File: src/rtl/eth_phy_10g_pkg.sv
// Shared definitions for the 10GBASE-R PHY receive path.
//   SYNC_DATA / SYNC_CTRL : the two legal 64b/66b sync header patterns
//   blk_lock_state_e      : block-lock FSM state encoding
//   sync_hdr_valid()      : header classifier (01/10 valid, 00/11 invalid)
package eth_phy_10g_pkg;

    localparam logic [1:0] SYNC_DATA = 2'b10;
    localparam logic [1:0] SYNC_CTRL = 2'b01;

    localparam int LOCK_CNT_DEFAULT      = 64;
    localparam int INVALID_LIMIT_DEFAULT = 16;

    typedef enum logic [1:0] {
        HUNT      = 2'd0,
        SLIP_HIGH = 2'd1,
        SLIP_WAIT = 2'd2,
        LOCKED    = 2'd3
    } blk_lock_state_e;

    function automatic logic sync_hdr_valid(input logic [1:0] hdr);
        return (hdr == SYNC_DATA) || (hdr == SYNC_CTRL);
    endfunction

endpackage

File: src/rtl/eth_phy_10g_rx_slip_timer.sv
// Down-counter timing the bitslip high and settle phases.
//   clk, rst_n : clock and asynchronous active-low reset
//   load       : load load_val this cycle (takes priority over counting)
//   load_val   : phase length in cycles
//   done       : high during the last cycle of the loaded phase
module eth_phy_10g_rx_slip_timer #(
    parameter int CNT_W = 4
) (
    input  logic             clk,
    input  logic             rst_n,
    input  logic             load,
    input  logic [CNT_W-1:0] load_val,
    output logic             done
);

    logic [CNT_W-1:0] cnt_q;
    logic [CNT_W-1:0] cnt_d;

    always_comb begin
        cnt_d = cnt_q;
        if (load) begin
            cnt_d = load_val;
        end else if (cnt_q != '0) begin
            cnt_d = cnt_q - 1'b1;
        end
    end

    always_ff @(posedge clk or negedge rst_n) begin
        if (!rst_n) begin
            cnt_q <= '0;
        end else begin
            cnt_q <= cnt_d;
        end
    end

    // Terminal count of 1: a phase loaded with N spans exactly N cycles.
    assign done = (cnt_q == CNT_W'(1));

endmodule

File: src/rtl/eth_phy_10g_rx_block_lock.sv
// 10GBASE-R receive block lock. Watches the sync header each rx_clk and
// requests bitslips from the SERDES gearbox until 64b/66b alignment holds.
//   rx_clk, rx_rst_n    : receive clock, asynchronous active-low reset
//   serdes_rx_hdr       : sync header from the SERDES
//   serdes_rx_bitslip   : slip request to the gearbox
//   serdes_rx_reset_req : one-cycle SERDES RX reset request after too many slips
//   rx_block_lock       : block alignment achieved
//   rx_hdr_invalid      : header sampled last cycle was invalid
//   rx_slip_count       : slips since last lock or reset request (saturating)
//
// state     | meaning
// HUNT      | counting consecutive valid headers toward lock
// SLIP_HIGH | bitslip asserted, headers ignored
// SLIP_WAIT | gearbox settling after a slip, headers ignored
// LOCKED    | aligned; invalid headers counted per window
module eth_phy_10g_rx_block_lock
    import eth_phy_10g_pkg::*;
#(
    parameter int HDR_WIDTH           = 2,
    parameter int LOCK_CNT            = LOCK_CNT_DEFAULT,
    parameter int INVALID_LIMIT       = INVALID_LIMIT_DEFAULT,
    parameter int BITSLIP_HIGH_CYCLES = 1,
    parameter int BITSLIP_LOW_CYCLES  = 8,
    parameter int SLIP_LIMIT          = 66
) (
    input  logic                 rx_clk,
    input  logic                 rx_rst_n,
    input  logic [HDR_WIDTH-1:0] serdes_rx_hdr,
    output logic                 serdes_rx_bitslip,
    output logic                 serdes_rx_reset_req,
    output logic                 rx_block_lock,
    output logic                 rx_hdr_invalid,
    output logic [6:0]           rx_slip_count
);

    localparam int SH_W    = $clog2(LOCK_CNT + 1);
    localparam int INV_W   = $clog2(INVALID_LIMIT + 1);
    localparam int TMR_MAX = (BITSLIP_HIGH_CYCLES > BITSLIP_LOW_CYCLES) ?
                             BITSLIP_HIGH_CYCLES : BITSLIP_LOW_CYCLES;
    localparam int TMR_W   = $clog2(TMR_MAX + 1);

    localparam logic [SH_W-1:0]  SH_LAST   = SH_W'(LOCK_CNT - 1);
    localparam logic [INV_W-1:0] INV_LAST  = INV_W'(INVALID_LIMIT - 1);
    localparam logic [TMR_W-1:0] TMR_HIGH  = TMR_W'(BITSLIP_HIGH_CYCLES);
    localparam logic [TMR_W-1:0] TMR_LOW   = TMR_W'(BITSLIP_LOW_CYCLES);
    localparam logic [6:0]       SLIP_LIM  = 7'(SLIP_LIMIT);
    localparam logic [6:0]       SLIP_SAT  = 7'h7f;

    blk_lock_state_e  state_q, state_d;
    logic [SH_W-1:0]  sh_cnt_q, sh_cnt_d;
    logic [INV_W-1:0] inv_cnt_q, inv_cnt_d;
    logic [6:0]       slip_cnt_q, slip_cnt_d;
    logic             lock_q, lock_d;
    logic             bitslip_q, bitslip_d;
    logic             reset_req_q, reset_req_d;
    logic             hdr_inv_q, hdr_inv_d;

    logic             hdr_bad;
    logic [6:0]       slip_inc;
    logic             tmr_load;
    logic [TMR_W-1:0] tmr_load_val;
    logic             tmr_done;

    eth_phy_10g_rx_slip_timer #(
        .CNT_W (TMR_W)
    ) u_slip_timer (
        .clk      (rx_clk),
        .rst_n    (rx_rst_n),
        .load     (tmr_load),
        .load_val (tmr_load_val),
        .done     (tmr_done)
    );

    always_comb begin
        state_d      = state_q;
        sh_cnt_d     = sh_cnt_q;
        inv_cnt_d    = inv_cnt_q;
        slip_cnt_d   = slip_cnt_q;
        lock_d       = lock_q;
        bitslip_d    = bitslip_q;
        reset_req_d  = 1'b0;
        tmr_load     = 1'b0;
        tmr_load_val = TMR_HIGH;

        // Written as if/else so an X or Z header lands on the invalid side.
        if (sync_hdr_valid(serdes_rx_hdr[1:0])) begin
            hdr_bad = 1'b0;
        end else begin
            hdr_bad = 1'b1;
        end
        hdr_inv_d = hdr_bad;

        slip_inc = (slip_cnt_q == SLIP_SAT) ? slip_cnt_q : slip_cnt_q + 7'd1;

        case (state_q)
            HUNT: begin
                if (hdr_bad) begin
                    sh_cnt_d  = '0;
                    state_d   = SLIP_HIGH;
                    bitslip_d = 1'b1;
                    tmr_load  = 1'b1;
                    // Too many fruitless slips: ask for a SERDES reset, keep slipping.
                    if (slip_inc == SLIP_LIM) begin
                        reset_req_d = 1'b1;
                        slip_cnt_d  = '0;
                    end else begin
                        slip_cnt_d = slip_inc;
                    end
                end else if (sh_cnt_q == SH_LAST) begin
                    state_d    = LOCKED;
                    lock_d     = 1'b1;
                    sh_cnt_d   = '0;
                    slip_cnt_d = '0;
                end else begin
                    sh_cnt_d = sh_cnt_q + 1'b1;
                end
            end
            SLIP_HIGH: begin
                if (tmr_done) begin
                    bitslip_d = 1'b0;
                    if (BITSLIP_LOW_CYCLES == 0) begin
                        state_d = HUNT;
                    end else begin
                        state_d      = SLIP_WAIT;
                        tmr_load     = 1'b1;
                        tmr_load_val = TMR_LOW;
                    end
                end
            end
            SLIP_WAIT: begin
                if (tmr_done) begin
                    state_d = HUNT;
                end
            end
            LOCKED: begin
                // Loss of lock is tested first so it wins on the window's last header.
                if (hdr_bad && (inv_cnt_q == INV_LAST)) begin
                    state_d    = SLIP_HIGH;
                    lock_d     = 1'b0;
                    sh_cnt_d   = '0;
                    inv_cnt_d  = '0;
                    slip_cnt_d = slip_inc;
                    bitslip_d  = 1'b1;
                    tmr_load   = 1'b1;
                end else if (sh_cnt_q == SH_LAST) begin
                    sh_cnt_d  = '0;
                    inv_cnt_d = '0;
                end else begin
                    sh_cnt_d = sh_cnt_q + 1'b1;
                    if (hdr_bad) begin
                        inv_cnt_d = inv_cnt_q + 1'b1;
                    end
                end
            end
            default: begin
                state_d = HUNT;
            end
        endcase
    end

    always_ff @(posedge rx_clk or negedge rx_rst_n) begin
        if (!rx_rst_n) begin
            state_q     <= HUNT;
            sh_cnt_q    <= '0;
            inv_cnt_q   <= '0;
            slip_cnt_q  <= '0;
            lock_q      <= 1'b0;
            bitslip_q   <= 1'b0;
            reset_req_q <= 1'b0;
            hdr_inv_q   <= 1'b0;
        end else begin
            state_q     <= state_d;
            sh_cnt_q    <= sh_cnt_d;
            inv_cnt_q   <= inv_cnt_d;
            slip_cnt_q  <= slip_cnt_d;
            lock_q      <= lock_d;
            bitslip_q   <= bitslip_d;
            reset_req_q <= reset_req_d;
            hdr_inv_q   <= hdr_inv_d;
        end
    end

    assign serdes_rx_bitslip   = bitslip_q;
    assign serdes_rx_reset_req = reset_req_q;
    assign rx_block_lock       = lock_q;
    assign rx_hdr_invalid      = hdr_inv_q;
    assign rx_slip_count       = slip_cnt_q;

endmodule

File: config.mk
export PLATFORM = sky130hd
export DESIGN_NAME = eth_phy_10g_rx_block_lock
export DESIGN_NICKNAME = d
export VERILOG_FILES = /design/src/rtl/eth_phy_10g_pkg.sv /design/src/rtl/eth_phy_10g_rx_slip_timer.sv /design/src/rtl/eth_phy_10g_rx_block_lock.sv
export SDC_FILE = /design/constraint.sdc
export NUM_CORES = 1
export LEC_CHECK = 0
export BUFFER_PORTS_ARGS = -buffer_cell sky130_fd_sc_hd__buf_4
export CORE_MARGIN = 10
export CORE_UTILIZATION = 26
export DETAILED_ROUTE_END_ITERATION = 10
export PLACE_DENSITY = 0.43
export REMOVE_ABC_BUFFERS = 1
export SYNTH_ARGS = -nofsm -noshare
export SYNTH_HDL_FRONTEND = slang
export SYNTH_HIERARCHICAL = 1
export SYNTH_SLANG_ARGS = --single-unit
File: constraint.sdc
create_clock -name rx_clk -period 2.3 [get_ports rx_clk]
set_input_delay 0.115 -clock rx_clk [delete_from_list [all_inputs] [get_ports rx_clk]]
set_output_delay 0.115 -clock rx_clk [all_outputs]
set_load 0.01 [all_outputs]
==> results of run 1 <==
## routing by layer
metal / global-route usage, % / up-vias
met2: 11.9 / 21
met5: 0 / -
met1: 11.1 / 670
li1: - / 728
met3: 2.35 / 6
met4: 3.85 / 0
## flip-flops by register name, indices dropped and copies added (netlist names)
signal and count:
rx_hdr_invalid 1, rx_block_lock 1, state_q 2, rx_slip_count 7
inv_cnt_q 5, serdes_rx_bitslip 1, serdes_rx_reset_req 1, u_slip_timer/cnt_q 4
sh_cnt_q 7
## Yosys cell counts, types with 3 or more instances
library cell | n | area (um2)
inv_1 | 10 | 37.5
o21ai_0 | 15 | 75.1
a31oi_1 | 3 | 18.8
a21oi_1 | 16 | 80.1
and3_1 | 5 | 31.3
nor3_1 | 4 | 20.0
mux2_2 | 3 | 33.8
buf_2 | 6 | 30.0
xnor2_1 | 4 | 35.0
nor3b_1 | 3 | 22.5
nand3_1 | 5 | 25.0
dfrtp_1 | 29 | 726
ha_1 | 12 | 150
a31o_2 | 4 | 35.0
nand2_1 | 17 | 63.8
nor2_1 | 10 | 37.5
o31ai_1 | 3 | 22.5
mux2i_1 | 3 | 30.0
## cell families after synthesis
logic type	after synthesis	synth area share (%)
muxes	6	3.58
buffers and inverters	20	5.27
DFF	29	40.8
and+or+nand+nor	57	17.1
adders and majority gates	12	8.43
AOI/OAI and AO/OA	58	21.3
xor gates and xnor gates	6	3.37
other	1	0.211
## power by group through the flow
stage	Clock, W	Sequential, W	Combinational (W)
3_3_place_gp	0	0.000853	0.00123
3_5_place_dp	0	0.000856	0.00123
2_1_floorplan	0	0.000840	0.000848
4_1_cts	0.000501	0.000847	0.00123
5_1_grt	0.000523	0.000878	0.00143
6_report	0.000476	0.000847	0.00124
## per-stage QoR
| stage | instances | utilization [%] |
|---|---|---|
| 6_report | 294 | 31.9 |
| 3_3_place_gp | 285 | 29.9 |
| 5_1_grt | 294 | 31.9 |
| 3_5_place_dp | 285 | 29.9 |
| 2_1_floorplan | 181 | - |
| 4_1_cts | 294 | 31.6 |
## final timing paths
path	cells past startpoint	to	startpoint
max in group asynchronous	2	rx_slip_count[5]	rx_rst_n
setup reg to reg	8	u_slip_timer/cnt_q[3]	inv_cnt_q[1]
hold / removal	3	rx_hdr_invalid	serdes_rx_hdr[1]
min in group asynchronous	2	inv_cnt_q[1]	rx_rst_n
setup / recovery	8	u_slip_timer/cnt_q[3]	inv_cnt_q[1]
hold reg to reg	2	inv_cnt_q[4]	inv_cnt_q[4]
## worst max-delay path: stages (launching register included)
cell and delay (ns):
dfrtp_1 0.40, ha_1 0.20, and3_1 0.16, ha_1 0.15
and2_1 0.16, o21ai_0 0.13, a21oi_2 0.35, nor3_1 0.11
a221o_1 0.32
## timing repair
action | CTS | global route
gates resized for setup | 0 | 3
setup endpoints to repair | 0 | 8
hold endpoints to repair | 29 | 0
hold buffers | 1 | 0
## layout make-up
class | count | area (um2) | area share [%]
multi-input combinational | 141 | 983 | 45.9
sequential | 29 | 726 | 33.9
timing repair buffer | 25 | 190 | 8.88
tap | 80 | 100 | 4.67
clock buffer | 7 | 96.3 | 4.50
inverter | 11 | 41.3 | 1.93
clock inverter | 1 | 5.00 | 0.234
==> flow_summary.toml, run 1 <==
[route]
wl_met2_um = 1700
drt-wirelength-per-cell_um = 13.3
wl_met3_um = 155
wl_met1_um = 1980
drtIter0Drc = 45
highest-signal-layer = "met4"
dr_total_vias = 1425
ant_nets = 0
wl_um = 3900
drc = 0
post_drt_via_cell_ratio = 4.85
dr.pass1.iters = 4

[pwr]
p_clk_share_pct = 18.6
p_seq_share_pct = 33.1
p_total_w = 0.00256
power_density_mw_per_mm2 = 1190
power_switching_share_pct = 39.8
power.share.combinational_pct = 48.3
ir_drop_v = 0.000443
p_leak_nw = 0.992
p_int_w = 0.00154
p_sw_w = 0.00102

[floorplan]
num_io_pins = 15
die_area_mm2 = 0.0106
rows = 30
coreArea_mm2 = 0.00672
start_util_pct = 26.5
die_x_um = 103
die_h_um = 103

[synth]
ys.flop_type = "dfrtp_1"
syn_avg_cell_area_um2 = 9.42
synth_area_mm2 = 0.00178
synth_cells = 189
synthArstFlopShare_pct = 100
seq_area_frac_synth_pct = 40.8
synth_edf_count = 0
ys_types = 50
synth.ff_latch_count = 29
yosysWarnings = 6

[timing]
slew_viol_final = 0
fin_crit_ns = 2.11
setup_tns_ns = 0
holdWs_ns = 0.200
finalCritPeriodShare_pct = 91.7
final_hold_viol_count = 0
rsz0062_at_grt = "false"
relSlewSlack_pct = 56.1
setup_ws_ns = 0.191
tightest_slew_ns = 0.656
fmax_mhz = 474
clock_skew_ns = 0.00808
finalSetupViolations = 0

[place]
pre_cts_ws_ns = 0.0473
routabilityCongestion = 0.730
post_dp_cell_area_mm2 = 0.00201
portBuffers = 14
dp_hpwl_um = 2720

[cells_and_area]
fin_nets = 229
drive_above_1_share_pct = 22.0
diodes = 0
layout_commonest_cell = "dfrtp_1"
finish.instance_area_mm2 = 0.00214
syn2layout_area_growth_pct = 20.3
layout_common_cells = "29 x dfrtp_1, 24 x buf_4, 17 x nand2_1, 15 x o21ai_0, 15 x a21oi_1"
fillers = 680

[clock_network]
cts_tree = "built"
path_clk_slew_ns = 0.07
cts_buffer_depth = 2
cts_setup_buffers = 0
cts.sinks = 29
cts_buffers = 5
htreeDepth = 2
cts-root-buf = "clkbuf_8"
clk_latency_ns = 0.28

[setup_path]
crit_arrival_ns = 2.28
worstPathRequired_ns = 2.47
end_kind = "flop"
critical_path_class = "flop to flop"
crit_path_start_kind = "flop"
crit_fanout = 8
r2r_slack_ns = 0.19

[grt]
overflow = 0
grt_max_degree = 30
grt_pass1_wl_um = 6870
antenna_found_initial = 0
grt_pass1_vias = 1376
track_usage_pct = 8.26

[worst_hold_path]
min_path_type = "input port to flop"

[job]
maxCapViolCount = 0

[status]
status = "completed"
No activity file was read; power rests on OpenSTA's default activity.
==> run 2: changes to the inputs <==
--- a/config.mk
+++ b/config.mk
@@ -5,12 +5,13 @@
 export SDC_FILE = /design/constraint.sdc
 export NUM_CORES = 1
 export LEC_CHECK = 0
-export BUFFER_PORTS_ARGS = -buffer_cell sky130_fd_sc_hd__buf_4
 export CORE_MARGIN = 10
 export CORE_UTILIZATION = 26
 export DETAILED_ROUTE_END_ITERATION = 10
-export PLACE_DENSITY = 0.43
+export DONT_BUFFER_PORTS = 1
+export PLACE_DENSITY = 0.41
 export REMOVE_ABC_BUFFERS = 1
+export SLEW_MARGIN = 20
 export SYNTH_ARGS = -nofsm -noshare
 export SYNTH_HDL_FRONTEND = slang
 export SYNTH_HIERARCHICAL = 1
==> run 2 against run 1 <==
Worst hold slack got worse by 0.025 ns. Core utilization fell by 0.99 points. Power rose by 1.8%. Via count down 6.0%. Global-route usage fell by 0.11 points. Design area shrank 3.1%. Sequential cell count did not move. Non-clock buffer count decreased by 12. Register-to-register slack about the same. Clock skew is 0.0023 ns lower. Clock power up 17%. Maximum frequency increased by 0.32%.
==> flow_summary.toml, run 2 (same netlist as run 1, synthesis figures left out) <==
[timing]
rsz0062_at_grt = "false"
fmax_mhz = 476
setup_tns_ns = 0
final_hold_viol_count = 0
tightest_slew_ns = 0.655
finalCritPeriodShare_pct = 91.4
clock_skew_ns = 0.00575
slew_viol_final = 0
relSlewSlack_pct = 56.2
finalSetupViolations = 0
fin_crit_ns = 2.10

[floorplan]
die_x_um = 103
rows = 30
die_area_mm2 = 0.0106
start_util_pct = 26.5
num_io_pins = 15
coreArea_mm2 = 0.00672
die_h_um = 103

[setup_path]
worstPathRequired_ns = 2.46
crit_path_cell_trace = "ha_1 > and3_1 > ha_1 > and2_1 > o21ai_0 > a21oi_2 > nor3_1 > a221o_1"
critical_path_class = "flop to flop"
critPathSlowestCell = "dfrtp_1"
end_kind = "flop"
cp_common_cell = "ha_1"
crit_path_start_kind = "flop"
cpPeakStageDelay_ns = 0.40
crit_fanout = 8
crit_arrival_ns = 2.26

[clock_network]
cts_setup_buffers = 0
htreeDepth = 2
cts_buffers = 5
cts_buffer_depth = 2
cts_tree = "built"
clk_latency_ns = 0.28
cts-root-buf = "clkbuf_8"
cts.sinks = 29
path_clk_slew_ns = 0.07

[grt]
grt_pass1_wl_um = 6780
overflow = 0
grt_max_degree = 30
track_usage_pct = 8.15
grt_pass1_vias = 1362
antenna_found_initial = 0

[pwr]
ir_drop_v = 0.000446
power_density_mw_per_mm2 = 1260
p_leak_nw = 0.939

[cells_and_area]
drive_above_1_share_pct = 16.3
regArea_um2 = 726
multiInputGateArea_um2 = 980
layout_commonest_cell = "dfrtp_1"
final_core_util_pct = 30.9
fillers = 682
layout_common_cells = "29 x dfrtp_1, 17 x nand2_1, 15 x o21ai_0, 15 x a21oi_1, 12 x ha_1"
fin_nets = 217
syn2layout_area_growth_pct = 16.6
diodes = 0

[route]
wl_um = 3940
wl_met1_um = 2000
ant_nets = 0
wl_met3_um = 186
dr_total_vias = 1339
dr.pass1.iters = 4
wl_met2_um = 1710
post_drt_via_cell_ratio = 4.75
highest-signal-layer = "met4"
drt-wirelength-per-cell_um = 14.0
drc = 0
drtIter0Drc = 57

[status]
status = "completed"

[place]
dp_hpwl_um = 2820
routabilityCongestion = 0.704
portBuffers = 0

[worst_hold_path]
min_path_type = "input port to flop"

[job]
maxCapViolCount = 0
## run 2: critical path: cells and delay by family, from the launching register on
kind	cells	cell delay (ns)
adders and majority gates	2	0.34
AOI/OAI and AO/OA	3	0.80
DFF	1	0.40
and+or+nand+nor	3	0.43
## run 2: power breakdown
| part | switching, W | internal [W] |
|---|---|---|
| Sequential | 0.000174 | 0.000681 |
| Clock | 0.000202 | 0.000353 |
| Combinational | 0.000637 | 0.000558 |
## run 2: path summary, 6_finish.rpt
path / startpoint / endpoint / slack (ns) / cells after the start
min in group asynchronous: rx_rst_n / inv_cnt_q[1] / 0.27 / 2
setup reg to reg: inv_cnt_q[1] / u_slip_timer/cnt_q[3] / 0.20 / 8
hold / removal: serdes_rx_hdr[1] / rx_hdr_invalid / 0.17 / 2
setup / recovery: inv_cnt_q[1] / u_slip_timer/cnt_q[3] / 0.20 / 8
max in group asynchronous: rx_rst_n / sh_cnt_q[1] / 1.86 / 2
hold reg to reg: inv_cnt_q[4] / inv_cnt_q[4] / 0.48 / 2
## run 2: layer usage
metal / vias to the layer above / track usage [%]
met2: 14 / 12.0
met4: 0 / 2.89
li1: 696 / -
met3: 2 / 2.48
met5: - / 0
met1: 627 / 11.0
## run 2: metrics by stage
stage / power, W / hold WS (ns) / instance area [um2] / worst slack, ns / cells
floorplan: 0.00169 / -0.181 / 1730 / 0.268 / 181
global placement: 0.00204 / -0.180 / 1910 / 0.0342 / 272
detailed placement: 0.00204 / -0.179 / 1910 / 0.0131 / 272
CTS: 0.00264 / 0.173 / 2060 / 0.0539 / 282
global route: 0.00286 / 0.214 / 2080 / 0.0502 / 282
finish: 0.00261 / 0.175 / 2080 / 0.197 / 282
## run 2: area by class of cell
class	instances	share of cell area, %
Sequential cell	29	35.0
Inverter	11	1.99
Timing Repair Buffer	13	5.42
Tap cell	80	4.82
Clock inverter	1	1.45
Clock buffer	7	4.16
Multi-Input combinational cell	141	47.2
## run 2: timing repair
action,in CTS,in global routing
hold buffers,2,0
endpoints found under the setup margin,1,2
resized for setup,1,1
pin swaps,0,0
hold endpoints to repair,29,0
gates cloned,0,0
